--- src/rtl/ofdm_rx_pkg.sv ---
// Shared types and constants for the OFDM receive frame sequencer.
package ofdm_rx_pkg;

  localparam int SYM_CNT_W = 8;
  localparam int STAT_W    = 16;

  typedef enum logic [2:0] {
    IDLE    = 3'd0,
    SEARCH  = 3'd1,
    SYNC_B  = 3'd2,
    RECEIVE = 3'd3,
    FLUSH   = 3'd4
  } rx_state_t;

endpackage

--- src/rtl/ofdm_rx_frame_ctrl_if.sv ---
// Sample path between the rx FIFO read side, the frame sequencer and the receiver.
interface ofdm_rx_frame_ctrl_if #(
  parameter int DATA_SIZE = 16
);
  logic                   i_fifo_empty;
  logic [2*DATA_SIZE-1:0] i_fifo_dout;
  logic                   o_fifo_rd_en;
  logic                   i_rx_wait_data;
  logic                   o_rx_valid;
  logic [DATA_SIZE-1:0]   o_rx_data_i;
  logic [DATA_SIZE-1:0]   o_rx_data_q;

  modport master (
    input  i_fifo_empty, i_fifo_dout, i_rx_wait_data,
    output o_fifo_rd_en, o_rx_valid, o_rx_data_i, o_rx_data_q
  );

  modport slave (
    output i_fifo_empty, i_fifo_dout, i_rx_wait_data,
    input  o_fifo_rd_en, o_rx_valid, o_rx_data_i, o_rx_data_q
  );
endinterface

--- src/rtl/ofdm_rx_watchdog.sv ---
// Cycle watchdog: clears on demand, counts while enabled, flags expiry at TIMEOUT-1.
module ofdm_rx_watchdog #(
  parameter int TIMEOUT = 4096
) (
  input  logic i_clk,
  input  logic i_reset_n,
  input  logic i_clr,
  input  logic i_en,
  output logic o_expire
);
  localparam int CNT_W = (TIMEOUT > 2) ? $clog2(TIMEOUT) : 1;
  localparam logic [CNT_W-1:0] LIMIT = CNT_W'(TIMEOUT - 1);

  logic [CNT_W-1:0] cnt;

  always_ff @(posedge i_clk or negedge i_reset_n) begin
    if (!i_reset_n) begin
      cnt <= '0;
    end else if (i_clr) begin
      cnt <= '0;
    end else if (i_en && (cnt != LIMIT)) begin
      cnt <= cnt + 1'b1;
    end
  end

  assign o_expire = i_en && (cnt == LIMIT);

endmodule

--- src/rtl/ofdm_rx_frame_ctrl.sv ---
// OFDM receive frame sequencer: FIFO read gating, preamble tracking, symbol count, watchdog, flush.
// Optional frame/timeout statistics are compiled in with OFDM_RX_CTRL_STATS_EN.
module ofdm_rx_frame_ctrl
  import ofdm_rx_pkg::*;
#(
  parameter int DATA_SIZE    = 16,
  parameter int FFT_SIZE     = 64,
  parameter int TIMEOUT      = 4096,
  parameter int FLUSH_CYCLES = 8
) (
  input  logic                 i_clk,
  input  logic                 i_reset_n,
  input  logic                 i_en,
  input  logic [SYM_CNT_W-1:0] i_num_symbols,
  ofdm_rx_frame_ctrl_if.master rx,
  input  logic                 i_find_preamble_a,
  input  logic                 i_find_preamble_b,
  input  logic                 i_fft_valid,
  output logic                 o_rx_reset,
  output logic                 o_frame_start,
  output logic                 o_frame_done,
  output logic                 o_timeout,
  output logic [2:0]           o_state,
  output logic [SYM_CNT_W-1:0] o_symbol_cnt,
  output logic [STAT_W-1:0]    o_frame_cnt,
  output logic [STAT_W-1:0]    o_timeout_cnt
);
  localparam int SMP_W = (FFT_SIZE > 2) ? $clog2(FFT_SIZE) : 1;
  localparam logic [SMP_W-1:0] SMP_LAST = SMP_W'(FFT_SIZE - 1);
  localparam int FL_W = $clog2(FLUSH_CYCLES + 1);
  localparam logic [FL_W-1:0] FL_LAST = FL_W'(FLUSH_CYCLES - 1);

  function automatic logic [SYM_CNT_W-1:0] sym_inc(input logic [SYM_CNT_W-1:0] c);
    return (&c) ? c : c + 1'b1;
  endfunction

  rx_state_t            state, state_nxt;
  logic [SYM_CNT_W-1:0] num_lat;
  logic [SMP_W-1:0]     smp_cnt;
  logic [SYM_CNT_W-1:0] sym_cnt;
  logic [FL_W-1:0]      flush_cnt;
  logic                 latch_num;
  logic                 wd_en, wd_clr, wd_expire;
  logic                 smp_wrap, sym_done;
  logic                 rd_en_p0, vld_p1;
  logic                 frame_start, frame_done, timeout_p;

  // p0: read request, gated on an active state and a ready receiver
  assign rd_en_p0 = i_en && !rx.i_fifo_empty && rx.i_rx_wait_data &&
                    ((state == SEARCH) || (state == SYNC_B) || (state == RECEIVE));
  assign rx.o_fifo_rd_en = rd_en_p0;

  // p1: FIFO data arrives one cycle after the read; valid follows it
  always_ff @(posedge i_clk or negedge i_reset_n) begin
    if (!i_reset_n) vld_p1 <= 1'b0;
    else            vld_p1 <= rd_en_p0;
  end

  assign rx.o_rx_valid  = vld_p1;
  assign rx.o_rx_data_i = rx.i_fifo_dout[DATA_SIZE-1:0];
  assign rx.o_rx_data_q = rx.i_fifo_dout[2*DATA_SIZE-1:DATA_SIZE];

  assign wd_en  = (state == SYNC_B) || (state == RECEIVE);
  assign wd_clr = !wd_en ||
                  ((state == SYNC_B) && (i_find_preamble_a || i_find_preamble_b)) ||
                  ((state == RECEIVE) && i_fft_valid);

  ofdm_rx_watchdog #(.TIMEOUT(TIMEOUT)) u_watchdog (
    .i_clk     (i_clk),
    .i_reset_n (i_reset_n),
    .i_clr     (wd_clr),
    .i_en      (wd_en),
    .o_expire  (wd_expire)
  );

  assign smp_wrap = (smp_cnt == SMP_LAST);
  assign sym_done = i_fft_valid && smp_wrap && (num_lat != '0) &&
                    (sym_inc(sym_cnt) == num_lat);

  always_ff @(posedge i_clk or negedge i_reset_n) begin
    if (!i_reset_n) state <= IDLE;
    else            state <= state_nxt;
  end

  always_comb begin
    state_nxt   = state;
    latch_num   = 1'b0;
    frame_start = 1'b0;
    frame_done  = 1'b0;
    timeout_p   = 1'b0;
    case (state)
      IDLE: begin
        if (i_en) begin
          state_nxt = SEARCH;
          latch_num = 1'b1;
        end
      end
      SEARCH: begin
        if (!i_en) begin
          state_nxt = FLUSH;
        end else if (i_find_preamble_a && i_find_preamble_b) begin
          state_nxt   = RECEIVE;
          frame_start = 1'b1;
        end else if (i_find_preamble_a) begin
          state_nxt = SYNC_B;
        end
      end
      SYNC_B: begin
        if (!i_en) begin
          state_nxt = FLUSH;
        end else if (i_find_preamble_b) begin
          state_nxt   = RECEIVE;
          frame_start = 1'b1;
        end else if (!i_find_preamble_a && wd_expire) begin
          state_nxt = FLUSH;
          timeout_p = 1'b1;
        end
      end
      RECEIVE: begin
        if (!i_en) begin
          state_nxt = FLUSH;
        end else if (sym_done) begin
          state_nxt  = FLUSH;
          frame_done = 1'b1;
        end else if (!i_fft_valid && wd_expire) begin
          state_nxt = FLUSH;
          timeout_p = 1'b1;
        end
      end
      FLUSH: begin
        if (flush_cnt == FL_LAST) begin
          if (i_en) begin
            state_nxt = SEARCH;
            latch_num = 1'b1;
          end else begin
            state_nxt = IDLE;
          end
        end
      end
      default: state_nxt = IDLE;
    endcase
  end

  always_ff @(posedge i_clk or negedge i_reset_n) begin
    if (!i_reset_n) begin
      num_lat <= '0;
    end else if (latch_num) begin
      num_lat <= i_num_symbols;
    end
  end

  // Counters only live in RECEIVE; the final count stays visible for the first FLUSH cycle
  always_ff @(posedge i_clk or negedge i_reset_n) begin
    if (!i_reset_n) begin
      smp_cnt <= '0;
      sym_cnt <= '0;
    end else if (state != RECEIVE) begin
      smp_cnt <= '0;
      sym_cnt <= '0;
    end else if (i_fft_valid) begin
      smp_cnt <= smp_wrap ? '0 : smp_cnt + 1'b1;
      if (smp_wrap) sym_cnt <= sym_inc(sym_cnt);
    end
  end

  always_ff @(posedge i_clk or negedge i_reset_n) begin
    if (!i_reset_n)              flush_cnt <= '0;
    else if (state != FLUSH)     flush_cnt <= '0;
    else if (flush_cnt != FL_LAST) flush_cnt <= flush_cnt + 1'b1;
  end

  assign o_rx_reset    = (state == IDLE) || (state == FLUSH);
  assign o_frame_start = frame_start;
  assign o_frame_done  = frame_done;
  assign o_timeout     = timeout_p;
  assign o_state       = state;
  assign o_symbol_cnt  = sym_cnt;

`ifdef OFDM_RX_CTRL_STATS_EN
  function automatic logic [STAT_W-1:0] stat_inc(input logic [STAT_W-1:0] c);
    return (&c) ? c : c + 1'b1;
  endfunction

  logic [STAT_W-1:0] frame_cnt, timeout_cnt;

  always_ff @(posedge i_clk or negedge i_reset_n) begin
    if (!i_reset_n) begin
      frame_cnt   <= '0;
      timeout_cnt <= '0;
    end else begin
      if (frame_done) frame_cnt   <= stat_inc(frame_cnt);
      if (timeout_p)  timeout_cnt <= stat_inc(timeout_cnt);
    end
  end

  assign o_frame_cnt   = frame_cnt;
  assign o_timeout_cnt = timeout_cnt;
`else
  assign o_frame_cnt   = '0;
  assign o_timeout_cnt = '0;
`endif

endmodule
--- src/flat_wrapper.sv ---
// flat-port wrapper written by rule: the top's interface ports become plain ports
module ofdm_rx_frame_ctrl_flat import ofdm_rx_pkg::*;
#(
  parameter int DATA_SIZE    = 16,
  parameter int FFT_SIZE     = 64,
  parameter int TIMEOUT      = 4096,
  parameter int FLUSH_CYCLES = 8
)
  (i_clk, i_reset_n, i_en, i_num_symbols, i_find_preamble_a, i_find_preamble_b, i_fft_valid, o_rx_reset, o_frame_start, o_frame_done, o_timeout, o_state, o_symbol_cnt, o_frame_cnt, o_timeout_cnt, rx_i_fifo_empty, rx_i_fifo_dout, rx_i_rx_wait_data, rx_o_fifo_rd_en, rx_o_rx_valid, rx_o_rx_data_i, rx_o_rx_data_q);
  ofdm_rx_frame_ctrl_if #(.DATA_SIZE(DATA_SIZE)) rx_i ();
  input  logic i_clk;
  input  logic i_reset_n;
  input  logic i_en;
  input  logic [SYM_CNT_W-1:0] i_num_symbols;
  input  logic i_find_preamble_a;
  input  logic i_find_preamble_b;
  input  logic i_fft_valid;
  output logic o_rx_reset;
  output logic o_frame_start;
  output logic o_frame_done;
  output logic o_timeout;
  output logic [2:0] o_state;
  output logic [SYM_CNT_W-1:0] o_symbol_cnt;
  output logic [STAT_W-1:0] o_frame_cnt;
  output logic [STAT_W-1:0] o_timeout_cnt;
  input wire logic [$bits(rx_i.i_fifo_empty)-1:0] rx_i_fifo_empty;
  input wire logic [$bits(rx_i.i_fifo_dout)-1:0] rx_i_fifo_dout;
  input wire logic [$bits(rx_i.i_rx_wait_data)-1:0] rx_i_rx_wait_data;
  output wire logic [$bits(rx_i.o_fifo_rd_en)-1:0] rx_o_fifo_rd_en;
  output wire logic [$bits(rx_i.o_rx_valid)-1:0] rx_o_rx_valid;
  output wire logic [$bits(rx_i.o_rx_data_i)-1:0] rx_o_rx_data_i;
  output wire logic [$bits(rx_i.o_rx_data_q)-1:0] rx_o_rx_data_q;
  assign rx_i.i_fifo_empty = rx_i_fifo_empty;
  assign rx_i.i_fifo_dout = rx_i_fifo_dout;
  assign rx_i.i_rx_wait_data = rx_i_rx_wait_data;
  assign rx_o_fifo_rd_en = rx_i.o_fifo_rd_en;
  assign rx_o_rx_valid = rx_i.o_rx_valid;
  assign rx_o_rx_data_i = rx_i.o_rx_data_i;
  assign rx_o_rx_data_q = rx_i.o_rx_data_q;
  ofdm_rx_frame_ctrl #(.DATA_SIZE(DATA_SIZE), .FFT_SIZE(FFT_SIZE), .TIMEOUT(TIMEOUT), .FLUSH_CYCLES(FLUSH_CYCLES)) u_core (.i_clk(i_clk), .i_reset_n(i_reset_n), .i_en(i_en), .i_num_symbols(i_num_symbols), .rx(rx_i), .i_find_preamble_a(i_find_preamble_a), .i_find_preamble_b(i_find_preamble_b), .i_fft_valid(i_fft_valid), .o_rx_reset(o_rx_reset), .o_frame_start(o_frame_start), .o_frame_done(o_frame_done), .o_timeout(o_timeout), .o_state(o_state), .o_symbol_cnt(o_symbol_cnt), .o_frame_cnt(o_frame_cnt), .o_timeout_cnt(o_timeout_cnt));
endmodule
--- config.mk ---
export PLATFORM = sky130hd
export DESIGN_NAME = ofdm_rx_frame_ctrl_flat
export DESIGN_NICKNAME = d
export VERILOG_FILES = /design/src/rtl/ofdm_rx_pkg.sv /design/src/rtl/ofdm_rx_frame_ctrl_if.sv /design/src/rtl/ofdm_rx_watchdog.sv /design/src/rtl/ofdm_rx_frame_ctrl.sv /design/src/flat_wrapper.sv
export SDC_FILE = /design/constraint.sdc
export NUM_CORES = 1
export LEC_CHECK = 0
export ABC_AREA = 1
export ABC_CLOCK_PERIOD_IN_PS = 6100
export CAP_MARGIN = 20
export CORE_MARGIN = 2
export CORE_UTILIZATION = 47
export CTS_CLUSTER_DIAMETER = 80
export CTS_CLUSTER_SIZE = 16
export DETAILED_ROUTE_END_ITERATION = 8
export GPL_ROUTABILITY_DRIVEN = 0
export PLACE_DENSITY_LB_ADDON = 0.3
export SYNTH_ARGS = -nofsm -noshare
export SYNTH_HDL_FRONTEND = slang
export SYNTH_SLANG_ARGS = --single-unit
export TNS_END_PERCENT = 5
--- constraint.sdc ---
create_clock -name i_clk -period 6.1 [get_ports i_clk]
set_clock_uncertainty 0.2 [all_clocks]
set_input_delay 0.61 -clock i_clk [delete_from_list [all_inputs] [get_ports i_clk]]
set_output_delay 0.61 -clock i_clk [all_outputs]
set_load 0.005 [all_outputs]
==> results of run 1 <==
cell families (layout without fill, tap and decap cells):
group | after synthesis | after routing | synth area share [%]
XOR/XNOR | 4 | 4 | 1.15
AND/OR/NAND/NOR | 194 | 194 | 30.1
buffers and inverters | 120 | 90 | 23.0
other | 1 | 32 | 0.123
AO/OA/AOI/OAI | 53 | 53 | 9.52
flip-flops | 42 | 42 | 34.5
adder cells (fa/ha/maj) | 4 | 4 | 1.64
power by group through the flow:
stage                     Combinational [W]  Clock [W]  Sequential [W]
after CTS                          0.000284   0.000231        0.000355
after detailed placement           0.000282          0        0.000361
final                              0.000283   0.000225        0.000355
after floorplan                    0.000224          0        0.000354
after global placement             0.000279          0        0.000360
after global routing               0.000326   0.000242        0.000363
per-stage QoR:
| stage | utilization [%] | total power [W] |
|---|---|---|
| final | 50.4 | 0.000863 |
| after global routing | 50.4 | 0.000930 |
| after CTS | 50.4 | 0.000871 |
| after detailed placement | 48.6 | 0.000642 |
| after global placement | 48.6 | 0.000640 |
| after floorplan | - | 0.000578 |
flip-flops by register name (all words and copies together), names as in the netlist:
signal,flops
u_core.flush_cnt,4
u_core.o_state,3
u_core.u_watchdog.cnt,12
u_core.rx.o_rx_valid,1
u_core.num_lat,8
u_core.smp_cnt,6
u_core.o_symbol_cnt,8
final cells by class:
| cell class | instances | area share [%] |
|---|---|---|
| clock buffer | 6 | 2.60 |
| clock inverter | 1 | 0.944 |
| inverter | 51 | 6.02 |
| multi-input combinational | 287 | 44.5 |
| sequential | 42 | 33.0 |
| tap | 77 | 3.03 |
| timing repair buffer | 32 | 9.91 |
Yosys cell counts (4+ instances only):
cell	count
inv_1	48
nand4_1	11
nor3_1	13
buf_4	65
nand2_1	77
o21ai_0	20
nor2_1	36
ha_1	4
dfrtp_1	42
nand2_2	5
nand3_1	37
a21oi_1	22
worst min path at each step:
| stage | startpoint | end | slack, ns | cells after the start |
|---|---|---|---|---|
| finish | i_reset_n | u_core.flush_cnt[0]$_DFFE_PN0P_ | 0.26 | 1 |
| global route | u_core.u_watchdog.cnt[6]$_DFFE_PN0P_ | u_core.u_watchdog.cnt[6]$_DFFE_PN0P_ | 0.32 | 1 |
| floorplan | i_reset_n | u_core.flush_cnt[0]$_DFFE_PN0P_ | 0.11 | 0 |
| detailed placement | u_core.u_watchdog.cnt[6]$_DFFE_PN0P_ | u_core.u_watchdog.cnt[6]$_DFFE_PN0P_ | 0.27 | 1 |
| global placement | u_core.u_watchdog.cnt[6]$_DFFE_PN0P_ | u_core.u_watchdog.cnt[6]$_DFFE_PN0P_ | 0.25 | 1 |
| CTS | u_core.u_watchdog.cnt[6]$_DFFE_PN0P_ | u_core.u_watchdog.cnt[6]$_DFFE_PN0P_ | 0.28 | 1 |
layer usage:
| layer | vias up | GRT usage, % | part of all wire [%] |
|---|---|---|---|
| li1 | 1271 | - | - |
| met1 | 1142 | 23.4 | 46 |
| met2 | 86 | 28.5 | 47 |
| met3 | 6 | 3.05 | 6.7 |
| met4 | 0 | 7.65 | 0.81 |
| met5 | - | 0 | 0 |
==> results.sh, run 1 <==
export IMPL_run_status="completed"
export IMPL_h_tree_depth=2
export IMPL_max_slew_margin_pct=37.9
export IMPL_critPathBufInv=1
export IMPL_yosysWarnings=0
export IMPL_synthTopCellsByArea="dfrtp_1, buf_4, nand2_1"
export IMPL_final_cell_mix="nand2_1, inv_1, dfrtp_1, nand3_1, nor2_1"
export IMPL_dieArea_um2=7150
export IMPL_synthCells=418
export IMPL_async_flop_share_pct=100
export IMPL_period_needed_ns=3.53
export IMPL_grt_pass1_wl_mm=10.5
export IMPL_rrSetupSlack_ns=3.80
export IMPL_period_share_pct=57.9
export IMPL_worst_setup_path_end_kind="output pin"
export IMPL_cp_slowest_cell="clkdlybuf4s50_1"
export IMPL_crit_start="u_core.o_symbol_cnt[0]$_DFFE_PN0P_"
export IMPL_grt_max_degree=43
export IMPL_cts_root_buf="clkbuf_8"
export IMPL_drc=0
export IMPL_rsz0062_at_grt="false"
export IMPL_clock_latency_ns=0.29
export IMPL_grt_use_total_pct=17.7
export IMPL_synth_seq_cells=42
export IMPL_fin_area_um2=3180
export IMPL_synth_area_um2=3050
export IMPL_power_internal_w=0.000558
export IMPL_dp_hpwl_mm=4.48
export IMPL_detail_route_antenna_nets=0
export IMPL_seq_area_frac_synth_pct=34.5
export IMPL_overflow=0
export IMPL_hold_path_class="in2async"
export IMPL_maxSlewViolCount=0
export IMPL_p_sw_share_pct=35.4
export IMPL_whs_ns=0.256
export IMPL_regToRegStartpoint="u_core.o_symbol_cnt[0]$_DFFE_PN0P_"
export IMPL_cts_setup_buffers=0
export IMPL_drv_cap=0
export IMPL_cts_buffer_depth=2
export IMPL_cp_top_family="simple AND/OR/NAND/NOR gates"
export IMPL_critPathMaxFanout=11
export IMPL_drt_first_pass_iters=5
export IMPL_totalWireLength_mm=5.92
export IMPL_crit_path_start_kind="flop"
export IMPL_drive_above_1_share_pct=6.68
export IMPL_worstMarginPinSlew_ns=0.926
export IMPL_regArea_um2=1050
export IMPL_fill_cells=637
export IMPL_synth_flop_cell="dfrtp_1"
export IMPL_synth_top_area_share_pct=34.5
export IMPL_p_seq_share_pct=41.1
export IMPL_final_common_cell="nand2_1"
export IMPL_fp_dieW_um=84.6
export IMPL_hold_buffers=0
export IMPL_drt_iter0_markers=132
export IMPL_criticalPathCategory="reg2out"
export IMPL_nNetsFinal=471
export IMPL_critical_path_endpoint="o_timeout"
export IMPL_wl_per_cell_um=11.9
export IMPL_flow_area_growth_from_synthesis_pct=4.27
export IMPL_synth_edf_count=0
export IMPL_finalSetupViolCount=0
export IMPL_fin_tns_setup_ns=0
export IMPL_core_rowCount=29
export IMPL_io_pins=129
export IMPL_crit_top_cell="nand2_1"
export IMPL_cts_buffers=5
export IMPL_antenna_found_initial=0
export IMPL_pwr_share_comb_pct=32.8
export IMPL_p_per_area_nw_per_um2=271
export IMPL_cp_data_required_time_ns=5.29
export IMPL_dp_worst_setup_slack_ns=2.71
export IMPL_num_vias=2505
export IMPL_worst_r2r_path_depth=14
export IMPL_die_y_um=84.6
export IMPL_ys_types=34
export IMPL_multiInputGateArea_um2=1410
export IMPL_ctsResizeCount=0
export IMPL_yosysTopAreaCell="dfrtp_1"
export IMPL_fmax_mhz=283
export IMPL_port_buffers=32
export IMPL_vias_per_cell=5.05
export IMPL_power_leakage_nw=1.49
export IMPL_crit_cells=14
export IMPL_finalNonFillerCells=496
export IMPL_r2r_end="u_core.o_state[1]$_DFFE_PN0P_"
export IMPL_core_area_um2=6310
export IMPL_tritoncts="built"
export IMPL_critPathArrivalTime_ns=2.72
export IMPL_place_area_um2=3070
export IMPL_p_clk_share_pct=26.1
export IMPL_irDropWorstVdd_mv=0.167
export IMPL_start_util_pct=48.3
export IMPL_path_cells="ha_1 > nand2_2 > nor2_8 > nand2_4 > nand2_1 > nand2_1 > nand2_1 > nand2_1 > nand2_1 > nor2_1 > nand3_2 > nand3_1 > a21oi_1 > clkdlybuf4s50_1"
export IMPL_timing_hold_violations_final=0
export IMPL_clock_sinks=42
export IMPL_path_clk_slew_ns=0.08
export IMPL_critPathMaxStageDelay_ns=0.54
export IMPL_power_switching_w=0.000306
export IMPL_grt_pass1_vias=2475
export IMPL_syn_avg_cell_area_um2=7.30
export IMPL_layout_setup_ws_ns=2.57
export IMPL_dp_cells=489
export IMPL_n_antenna_cell=0
Note: power is estimated with default switching activity, not from simulation.
==> run 2: changes to the inputs <==
--- a/config.mk
+++ b/config.mk
@@ -6,10 +6,10 @@
 export NUM_CORES = 1
 export LEC_CHECK = 0
 export ABC_AREA = 1
-export ABC_CLOCK_PERIOD_IN_PS = 6100
+export ABC_CLOCK_PERIOD_IN_PS = 3380
 export CAP_MARGIN = 20
 export CORE_MARGIN = 2
-export CORE_UTILIZATION = 47
+export CORE_UTILIZATION = 43
 export CTS_CLUSTER_DIAMETER = 80
 export CTS_CLUSTER_SIZE = 16
 export DETAILED_ROUTE_END_ITERATION = 8
==> constraint.sdc (replaced) <==
create_clock -name i_clk -period 3.38 [get_ports i_clk]
set_clock_uncertainty 0.2 [all_clocks]
set_input_delay 0.338 -clock i_clk [delete_from_list [all_inputs] [get_ports i_clk]]
set_output_delay 0.338 -clock i_clk [all_outputs]
set_load 0.005 [all_outputs]
==> run 2 against run 1 <==
Against the previous run: the flow now finishes with violations (negative hold slack); combinational power up 83%; die area increased by 8.9%; flip-flop and latch count stayed put; non-clock buffer count unchanged; wire length increased by 1.3%; critical path depth did not move; clock-buffer cell count is 1 higher; total power is 74% higher; worst hold slack got worse by 0.28 ns; register-to-register slack worse by 2.6 ns; via count fell by 1.4%.
==> results.sh, run 2 (synthesized netlist as in run 1, its figures left out) <==
export IMPL_p_seq_share_pct=43.0
export IMPL_vias_per_cell=4.79
export IMPL_worst_r2r_path_depth=9
export IMPL_cp_data_required_time_ns=2.84
export IMPL_drive_above_1_share_pct=7.38
export IMPL_grt_use_total_pct=17.1
export IMPL_worst_setup_path_end_kind="output pin"
export IMPL_p_sw_share_pct=37.5
export IMPL_maxSlewViolCount=0
export IMPL_path_clk_slew_ns=0.08
export IMPL_grt_pass1_vias=2388
export IMPL_core_rowCount=30
export IMPL_place_area_um2=3090
export IMPL_whs_ns=-0.0288
export IMPL_final_common_cell="nand2_1"
export IMPL_power_leakage_nw=1.47
export IMPL_final_util_pct=46.7
export IMPL_cts_buffers=5
export IMPL_io_pins=129
export IMPL_tritoncts="built"
export IMPL_port_buffers=32
export IMPL_critPathArrivalTime_ns=2.60
export IMPL_start_util_pct=44.7
export IMPL_cts_setup_buffers=0
export IMPL_n_antenna_cell=0
export IMPL_pwr_share_comb_pct=34.5
export IMPL_ctsResizeCount=0
export IMPL_run_status="complete, but fails checks"
export IMPL_wl_per_cell_um=11.6
export IMPL_power_internal_w=0.000936
export IMPL_power_switching_w=0.000562
export IMPL_die_y_um=88.2
export IMPL_grt_max_degree=43
export IMPL_crit_path_start_kind="flop"
export IMPL_largest_reg_flops=12
export IMPL_criticalPathCategory="reg2out"
export IMPL_overflow=0
export IMPL_hold_path_class="in2async"
export IMPL_max_slew_margin_pct=35.4
export IMPL_drt_iter0_markers=119
export IMPL_drt_first_pass_iters=4
export IMPL_nNetsFinal=471
export IMPL_clock_sinks=42
export IMPL_grt_pass1_wl_mm=10.5
export IMPL_fp_dieW_um=88.2
export IMPL_critPathMaxFanout=11
export IMPL_h_tree_depth=2
export IMPL_drc=0
export IMPL_cts_buffer_depth=2
export IMPL_dp_cells=508
export IMPL_antenna_found_initial=0
export IMPL_period_share_pct=93.0
export IMPL_p_clk_share_pct=22.5
export IMPL_finalSetupViolCount=0
export IMPL_fin_tns_setup_ns=0
export IMPL_worstMarginPinSlew_ns=0.962
export IMPL_drv_cap=0
export IMPL_dp_hpwl_mm=4.66
export IMPL_final_cell_mix="nand2_1, inv_1, dfrtp_1, nand3_1, nor2_1"
export IMPL_rsz0062_at_grt="false"
export IMPL_violations="negative hold slack"
export IMPL_top_register="u_core.u_watchdog.cnt"
export IMPL_timing_hold_violations_final=23
export IMPL_period_needed_ns=3.14
export IMPL_dieArea_um2=7780
export IMPL_flow_area_growth_from_synthesis_pct=4.51
export IMPL_num_vias=2471
export IMPL_p_total_w=0.00150
export IMPL_cts_root_buf="clkbuf_8"
export IMPL_core_area_um2=6830
export IMPL_fmax_mhz=318
export IMPL_p_per_area_nw_per_um2=470
export IMPL_finalNonFillerCells=516
export IMPL_totalWireLength_mm=5.99
export IMPL_fin_area_um2=3190
export IMPL_clock_latency_ns=0.29
export IMPL_irDropWorstVdd_mv=0.235
export IMPL_hold_buffers=0
export IMPL_detail_route_antenna_nets=0
## run 2: path summary, 6_finish.rpt
path	start	to	slack, ns
max in group asynchronous	i_reset_n	u_core.o_symbol_cnt[0]$_DFFE_PN0P_	2.34
min in group i_clk	u_core.u_watchdog.cnt[6]$_DFFE_PN0P_	u_core.u_watchdog.cnt[6]$_DFFE_PN0P_	0.29
setup / recovery	u_core.o_symbol_cnt[0]$_DFFE_PN0P_	o_timeout	0.24
setup reg to reg	u_core.o_state[2]$_DFFE_PN0P_	u_core.u_watchdog.cnt[6]$_DFFE_PN0P_	1.17
hold reg to reg	u_core.u_watchdog.cnt[6]$_DFFE_PN0P_	u_core.u_watchdog.cnt[6]$_DFFE_PN0P_	0.29
hold / removal	i_reset_n	u_core.flush_cnt[0]$_DFFE_PN0P_	-0.03
## run 2: critical path, cell delays in order, from the launching register on
cell,delay [ns]
dfrtp_2,0.44
ha_2,0.24
nand2_2,0.10
nor2_8,0.14
nand2_4,0.11
nand2_1,0.08
nand3_1,0.10
nand2_1,0.09
inv_1,0.04
nand2_1,0.05
nor2_1,0.05
nand3_2,0.08
nand3_1,0.08
a21oi_1,0.18
clkdlybuf4s50_1,0.53
## run 2: layout make-up
class | count | area (um2)
multi-input cells | 287 | 1420
clock inverters | 1 | 5.00
clock buffers | 7 | 86.3
inverters | 51 | 191
well taps | 96 | 120
flip-flops and latches | 42 | 1050
repair buffers | 32 | 315
fillers | 693 | 3640
## run 2: through the flow
stage	hold WS, ns	setup slack, ns
2_1_floorplan	-0.158	1.16
3_3_place_gp	0.251	0.524
3_5_place_dp	0.280	0.468
4_1_cts	0.0291	0.131
5_1_grt	0.0725	0.0348
6_report	-0.0288	0.237
## run 2: routing by layer
layer	up-vias	track usage, %	share of wire, %
met5	-	0	0
met4	0	6.75	1.5
met3	5	2.71	6.1
met2	76	28.2	47
met1	1122	22.5	46
li1	1268	-	-
## run 2: power by group through the flow
stage	sequential (W)	clock (W)	combinational (W)
5_1_grt	0.000657	0.000362	0.000592
2_1_floorplan	0.000639	0	0.000403
6_report	0.000645	0.000337	0.000517
4_1_cts	0.000645	0.000349	0.000518
3_5_place_dp	0.000654	0	0.000513
3_3_place_gp	0.000654	0	0.000508
